$ cat src/rtl/func_rom_burst_reader_pkg.sv
// Shared types and helpers for the function ROM burst reader.
// The ROM word for address a is a shifted left, with the vacated low bits
// filled with copies of a's MSB.
package func_rom_pkg;

  typedef enum logic {
    IDLE  = 1'b0,
    BURST = 1'b1
  } state_e;

  // Widths arrive as arguments so one function serves every parameterisation.
  function automatic logic [31:0] rom_word(input logic [31:0] addr,
                                           input int addr_w,
                                           input int data_w);
    logic [31:0] word;
    word = addr << (data_w - addr_w);
    if (addr[addr_w-1]) begin
      word = word | ((32'd1 << (data_w - addr_w)) - 32'd1);
    end
    return word;
  endfunction

  function automatic bit widths_ok(input int addr_w, input int data_w);
    return data_w >= addr_w;
  endfunction

endpackage

$ cat src/rtl/func_rom_burst_reader_if.sv
// Request/response handshake bundle for func_rom_burst_reader.
// rsp_parity exists only when FUNC_ROM_PARITY_EN is defined.
interface func_rom_burst_reader_if #(
  parameter int ADDR_W = 4,
  parameter int DATA_W = 5,
  parameter int LEN_W  = 4
);
  logic              req_valid;
  logic              req_ready;
  logic [ADDR_W-1:0] req_addr;
  logic [LEN_W-1:0]  req_len;
  logic              rsp_valid;
  logic              rsp_ready;
  logic [DATA_W-1:0] rsp_data;
  logic [ADDR_W-1:0] rsp_addr;
  logic              rsp_last;
`ifdef FUNC_ROM_PARITY_EN
  logic              rsp_parity;
`endif

  modport master (
    output req_valid, req_addr, req_len, rsp_ready,
    input  req_ready, rsp_valid, rsp_data, rsp_addr, rsp_last
`ifdef FUNC_ROM_PARITY_EN
    , input rsp_parity
`endif
  );

  modport slave (
    input  req_valid, req_addr, req_len, rsp_ready,
    output req_ready, rsp_valid, rsp_data, rsp_addr, rsp_last
`ifdef FUNC_ROM_PARITY_EN
    , output rsp_parity
`endif
  );

endinterface

$ cat src/rtl/func_rom_burst_reader_core.sv
// Combinational address-to-word lookup for the function ROM.
module func_rom_core
  import func_rom_pkg::*;
#(
  parameter int ADDR_W = 4,
  parameter int DATA_W = 5
) (
  input  logic [ADDR_W-1:0] addr,
  output logic [DATA_W-1:0] data
);

  assign data = DATA_W'(rom_word(32'(addr), ADDR_W, DATA_W));

endmodule

$ cat src/rtl/func_rom_burst_reader.sv
// Function ROM burst reader: single reads or wrapping bursts, one beat per
// cycle, full backpressure on the response side.
// Optional feature macro: FUNC_ROM_PARITY_EN adds registered rsp_parity.
//
//   state | meaning
//   IDLE  | no burst in flight; may accept a request when the output slot frees
//   BURST | loading follow-on beats of an accepted burst; requests refused
module func_rom_burst_reader
  import func_rom_pkg::*;
#(
  parameter int ADDR_W = 4,
  parameter int DATA_W = 5,
  parameter int LEN_W  = 4
) (
  input  logic                    clk,
  input  logic                    rst_n,
  func_rom_burst_reader_if.slave  bus,
  output logic                    busy
);

  if (!widths_ok(ADDR_W, DATA_W)) begin : g_width_check
    $error("func_rom_burst_reader: DATA_W must be >= ADDR_W");
  end

  state_e            state_q, state_d;
  logic [LEN_W-1:0]  remaining_q, remaining_d;
  logic              rsp_valid_q;
  logic              rsp_last_q;
  logic [DATA_W-1:0] rsp_data_q;
  // The registered beat address doubles as the burst address pointer.
  logic [ADDR_W-1:0] rsp_addr_q;

  logic              slot_free;
  logic              accept;
  logic              load;
  logic              load_last;
  logic [ADDR_W-1:0] load_addr;
  logic [DATA_W-1:0] load_data;

  assign slot_free     = !rsp_valid_q || bus.rsp_ready;
  assign bus.req_ready = (state_q == IDLE) && slot_free;
  assign accept        = bus.req_valid && bus.req_ready;

  func_rom_core #(
    .ADDR_W (ADDR_W),
    .DATA_W (DATA_W)
  ) u_core (
    .addr (load_addr),
    .data (load_data)
  );

  // State and beat-counter register.
  always_ff @(posedge clk or negedge rst_n) begin
    if (!rst_n) begin
      state_q     <= IDLE;
      remaining_q <= '0;
    end else begin
      state_q     <= state_d;
      remaining_q <= remaining_d;
    end
  end

  // Next state and decision whether a beat is loaded into the output slot.
  always_comb begin
    state_d     = state_q;
    remaining_d = remaining_q;
    load        = 1'b0;
    load_last   = 1'b0;
    load_addr   = rsp_addr_q + ADDR_W'(1);
    unique case (state_q)
      IDLE: begin
        if (accept) begin
          load      = 1'b1;
          load_addr = bus.req_addr;
          if (bus.req_len == '0) begin
            load_last = 1'b1;
          end else begin
            state_d     = BURST;
            remaining_d = bus.req_len;
          end
        end
      end
      BURST: begin
        if (slot_free) begin
          load        = 1'b1;
          remaining_d = remaining_q - LEN_W'(1);
          if (remaining_q == LEN_W'(1)) begin
            load_last = 1'b1;
            state_d   = IDLE;
          end
        end
      end
      default: begin
        state_d = IDLE;
      end
    endcase
  end

  // Output slot: load a new beat, or empty it after a handshake with no refill.
  always_ff @(posedge clk or negedge rst_n) begin
    if (!rst_n) begin
      rsp_valid_q <= 1'b0;
      rsp_last_q  <= 1'b0;
      rsp_data_q  <= '0;
      rsp_addr_q  <= '0;
    end else if (load) begin
      rsp_valid_q <= 1'b1;
      rsp_last_q  <= load_last;
      rsp_data_q  <= load_data;
      rsp_addr_q  <= load_addr;
    end else if (rsp_valid_q && bus.rsp_ready) begin
      rsp_valid_q <= 1'b0;
      rsp_last_q  <= 1'b0;
    end
  end

`ifdef FUNC_ROM_PARITY_EN
  logic rsp_parity_q;

  // Parity travels with the data word and stalls with it.
  always_ff @(posedge clk or negedge rst_n) begin
    if (!rst_n) begin
      rsp_parity_q <= 1'b0;
    end else if (load) begin
      rsp_parity_q <= ^load_data;
    end
  end

  assign bus.rsp_parity = rsp_parity_q;
`endif

  assign bus.rsp_valid = rsp_valid_q;
  assign bus.rsp_last  = rsp_last_q;
  assign bus.rsp_data  = rsp_data_q;
  assign bus.rsp_addr  = rsp_addr_q;
  assign busy          = (state_q != IDLE) || rsp_valid_q;

endmodule

$ cat src/flat_wrapper.sv
// flat-port wrapper written by rule: the top's interface ports become plain ports
module func_rom_burst_reader_flat import func_rom_pkg::*;
#(
  parameter int ADDR_W = 4,
  parameter int DATA_W = 5,
  parameter int LEN_W  = 4
)
  (clk, rst_n, busy, bus_req_valid, bus_req_addr, bus_req_len, bus_rsp_ready, bus_req_ready, bus_rsp_valid, bus_rsp_data, bus_rsp_addr, bus_rsp_last);
  func_rom_burst_reader_if #(.ADDR_W(ADDR_W), .DATA_W(DATA_W), .LEN_W(LEN_W)) bus_i ();
  input  logic clk;
  input  logic rst_n;
  output logic busy;
  input wire logic [$bits(bus_i.req_valid)-1:0] bus_req_valid;
  input wire logic [$bits(bus_i.req_addr)-1:0] bus_req_addr;
  input wire logic [$bits(bus_i.req_len)-1:0] bus_req_len;
  input wire logic [$bits(bus_i.rsp_ready)-1:0] bus_rsp_ready;
  output wire logic [$bits(bus_i.req_ready)-1:0] bus_req_ready;
  output wire logic [$bits(bus_i.rsp_valid)-1:0] bus_rsp_valid;
  output wire logic [$bits(bus_i.rsp_data)-1:0] bus_rsp_data;
  output wire logic [$bits(bus_i.rsp_addr)-1:0] bus_rsp_addr;
  output wire logic [$bits(bus_i.rsp_last)-1:0] bus_rsp_last;
  assign bus_i.req_valid = bus_req_valid;
  assign bus_i.req_addr = bus_req_addr;
  assign bus_i.req_len = bus_req_len;
  assign bus_i.rsp_ready = bus_rsp_ready;
  assign bus_req_ready = bus_i.req_ready;
  assign bus_rsp_valid = bus_i.rsp_valid;
  assign bus_rsp_data = bus_i.rsp_data;
  assign bus_rsp_addr = bus_i.rsp_addr;
  assign bus_rsp_last = bus_i.rsp_last;
  func_rom_burst_reader #(.ADDR_W(ADDR_W), .DATA_W(DATA_W), .LEN_W(LEN_W)) u_core (.clk(clk), .rst_n(rst_n), .bus(bus_i), .busy(busy));
endmodule
$ cat config.mk
export PLATFORM = sky130hd
export DESIGN_NAME = func_rom_burst_reader_flat
export DESIGN_NICKNAME = d
export VERILOG_FILES = /design/src/rtl/func_rom_burst_reader_pkg.sv /design/src/rtl/func_rom_burst_reader_if.sv /design/src/rtl/func_rom_burst_reader_core.sv /design/src/rtl/func_rom_burst_reader.sv /design/src/flat_wrapper.sv
export SDC_FILE = /design/constraint.sdc
export NUM_CORES = 1
export LEC_CHECK = 0
export ABC_CLOCK_PERIOD_IN_PS = 1800
export CAP_MARGIN = 30
export CORE_MARGIN = 2
export CORE_UTILIZATION = 33
export DETAILED_ROUTE_END_ITERATION = 7
export PLACE_DENSITY = 0.71
export SKIP_CTS_REPAIR_TIMING = 1
export SLEW_MARGIN = 40
export SYNTH_ARGS = -nofsm -noshare
export SYNTH_HDL_FRONTEND = slang
export SYNTH_SLANG_ARGS = --single-unit
export TNS_END_PERCENT = 20
$ cat constraint.sdc
create_clock -name clk -period 1.8 [get_ports clk]
set_input_delay 0.54 -clock clk [delete_from_list [all_inputs] [get_ports clk]]
set_output_delay 0.54 -clock clk [all_outputs]
set_load 0.02 [all_outputs]
==> impl_results.md <==
* Vias/cell at 5.115
* CP endpoint kind: output port
* CP bufs+invs at 2
* Final setup violation count at 1
* Flop2flop setup slack at 0.21 ns
* Min Hold Slack at 0.5253 ns
* Longest Clk Path Bufs at 2
* ANT cells at 0
* Async S/R FF share, synth at 100.0%
* Logic pwr share at 56.5%
* Fin crit share at 108.7%
* Leakage at 0.5634 nW
* Switching fraction of total power at 44.16%
* Dpl cells at 144
* # port buffers at 24
* Final ANT Viol Nets at 0
* Gr usage total at 16.63%
* WP data required at 1.26 ns
* Post-synth EDFFs at 0
* Vias at 757
* Worst path cell trace: clkdlybuf4s50_1 > and2b_1 > nor2_1 > buf_4
* Critical Setup Path Class: input pin to output port
* Slowest cell delay on critical path at 0.46 ns
* Final WS setup at -0.1570 ns
* Finished Core Util at 50.43%
* Internal at 0.8726 mW
* Yosys Warn Count at 0
* Main combinational cell family by area after synthesis: compound AO/OA/AOI/OAI gates
* Flop pwr share at 32.0%
* Max-cap violations at 0
* Avg Inst Size Synth at 8.269 µm²
* Top_reg_cell synth: dfrtp_1
* DR iter-0 viols at 17
* CTS tree: yes
* First-pass DRT Iterations at 2
* Clock Latency Late Sink at 0.28 ns
* Largest net degree at the start of global routing at 21
* Critical Path Source Type: input pin
* Xor/xnor share of the synthesized area at 0%
* Unique masters post-synth at 31
* Drc violations at 0
* Htree depth at 1
* Number of I/O pins at 25
* Syn-to-layout area delta at 45.23%
* Final WL at 1945 µm
* Cells after Synth at 92
* Synth Register Bits at 11
* DP Area at 1056 µm²
* Slew @ Worst Pin at 0.5390 ns
* Fraction of layout cells with a size suffix above 1 at 16.67%
* Mapped Area at 760.7 µm²
* Post-Syn Nets at 107
* Register area share after synthesis at 36.18%
* Hpwl dp at 1385 µm
* Crit path DAT at 1.42 ns
* Post-Layout Cell Count at 148
* Clock Skews at 0.003917 ns
* Largest cells by area after synthesis: dfrtp_1 36%, nor2_1 5.9%, buf_4 4.9%
* RSZ-0062 raised after global routing: true
* Failing checks: setup timing
* Clock share of power at 11.5%
* Slowest CP cell: clkdlybuf4s50_1
* Slew HR at 63.95%
* Finished Cell Area at 1105 µm²
* First-pass GRT wire length at 3249 µm
* Die area at 2705 µm²
* Number of global-route vias before repair at 717
* Max IR drop VDD at 0.7472 mV
* GRT Residual Overflow at 0
* Multiplexer share of the synthesized area at 2.796%
* CP Max Fanout at 2
* Post-synthesis adder-cell area fraction at 4.934%
* Synth Area in Compound Gates at 23.03%
* Die width at 52.01 µm
* Post-Synth Simple-Gate Area at 22.37%
* Final max-slew violation count at 0
* Synth top area share at 36.18%
* Die H at 52.01 µm
* CORE AREA at 2191 µm²
* Clock Sinks at 11
* HP Class: flip-flop to flip-flop
* Root Driver: clkbuf_4
* Fmax at 0.5110 GHz
* Worst path top cell family by delay: buffers and inverters
* Fin. Hold Viols at 0
* Initial antenna violation count at 0
* Routability cong. at 0.8067
* Initial core utilization at 34.72%
* Switch Pwr at 0.6901 mW
* Reg clk slew, reported paths at 0.07 ns
* Largest area contributor in the netlist: dfrtp_1
* Pwr/cell area at 1414 nW/µm²
* Pre-CTS setup slack at -0.6219 ns
* Final net count at 136
* Commonest cells in the netlist: 12 x nor2_1, 11 x dfrtp_1, 7 x nand2_1
* Most numerous cell in the Yosys netlist: nor2_1
* Drt wl/cell at 13.14 µm
* Fin crit period at 1.957 ns
* Row count at 17
* Status: finished, violations left
* CTS Buf Count at 3
[cells in the final DEF, fill, tap and decap left out, types with 2 or more instances in the layout]
cell | Yosys | routed
a21oi_1 | 5 | 5
a221o_1 | 2 | 2
a31oi_1 | 3 | 3
a32oi_1 | 3 | 3
buf_4 | 5 | 13
clkbuf_4 | 0 | 3
clkdlybuf4s50_1 | 0 | 11
dfrtp_1 | 11 | 11
dlymetal6s2s_1 | 0 | 11
ha_1 | 3 | 3
inv_1 | 5 | 5
nand2_1 | 7 | 7
nand2b_1 | 3 | 3
nand3_1 | 5 | 5
nor2_1 | 12 | 12
o21ai_0 | 3 | 3
o21ai_1 | 2 | 2
o22ai_1 | 3 | 3
[per-layer routing]
layer  share of wire [%]  up-vias  wire, µm  GRT usage (%)
met5                   0        -         0              0
met4                 1.3        0        25          9.211
met3                 6.4        4       124          3.448
met2                  46       24       904          25.53
met1                  46      343       891          21.53
li1                    -      386         -              -
[registers in the layout, summed over array words and instances (netlist names)]
register and count:
u_core.bus.rsp_data 1, u_core.state_q 1, u_core.bus.rsp_addr 3, u_core.bus.rsp_last 1, u_core.remaining_q 4, u_core.bus.rsp_valid 1
[layout make-up]
type | instances | area [µm²]
Fill cell | 216 | 1086
Timing Repair Buffer | 35 | 345.3
Sequential cell | 11 | 275.3
Multi-Input combinational cell | 65 | 404.1
Tap cell | 28 | 35.03
Inverter | 5 | 18.77
Clock buffer | 4 | 26.28
[worst reg2reg max path: stages (launching register included)]
cell and delay, ns:
dfrtp_1 0.41, buf_4 0.22, or2_0 0.31, a32oi_1 0.23, nor2_1 0.06, a221o_1 0.26
[worst paths after layout]
kind / cells after the start / endpoint / startpoint
hold reg to reg: 2 / u_core.bus.rsp_last$_DFFE_PN0P_ / u_core.bus.rsp_last$_DFFE_PN0P_
setup / recovery: 4 / bus_req_ready / bus_rsp_ready
setup reg to reg: 5 / u_core.remaining_q[3]$_DFFE_PN0P_ / u_core.state_q$_DFF_PN0_
min in group asynchronous: 1 / u_core.remaining_q[1]$_DFFE_PN0P_ / rst_n
hold / removal: 2 / u_core.bus.rsp_last$_DFFE_PN0P_ / u_core.bus.rsp_last$_DFFE_PN0P_
max in group asynchronous: 1 / u_core.bus.rsp_valid$_DFFE_PN0P_ / rst_n
[cell families after synthesis]
| group | after synthesis |
|---|---|
| multiplexers | 2 |
| AND/OR/NAND/NOR | 35 |
| flip-flops | 11 |
| buffers and inverters | 16 |
| AO/OA/AOI/OAI | 25 |
| adder cells (fa/ha/maj) | 3 |
[through the flow]
stage          power [mW]  setup TNS, ns
2_1_floorplan       1.100              0
3_3_place_gp        1.384         -1.523
3_5_place_dp        1.407         -1.786
4_1_cts             1.591         -1.936
5_1_grt             1.686        -0.2150
6_report            1.563        -0.1570
[power by group through the flow]
| stage | Combinational [mW] | Sequential [mW] | Clock (mW) |
|---|---|---|---|
| after floorplan | 0.561 | 0.539 | 0 |
| after global placement | 0.887 | 0.497 | 0 |
| after detailed placement | 0.901 | 0.507 | 0 |
| after CTS | 0.910 | 0.501 | 0.180 |
| after global routing | 0.967 | 0.522 | 0.198 |
| final | 0.883 | 0.499 | 0.180 |
(Power assumes the default switching activity.)
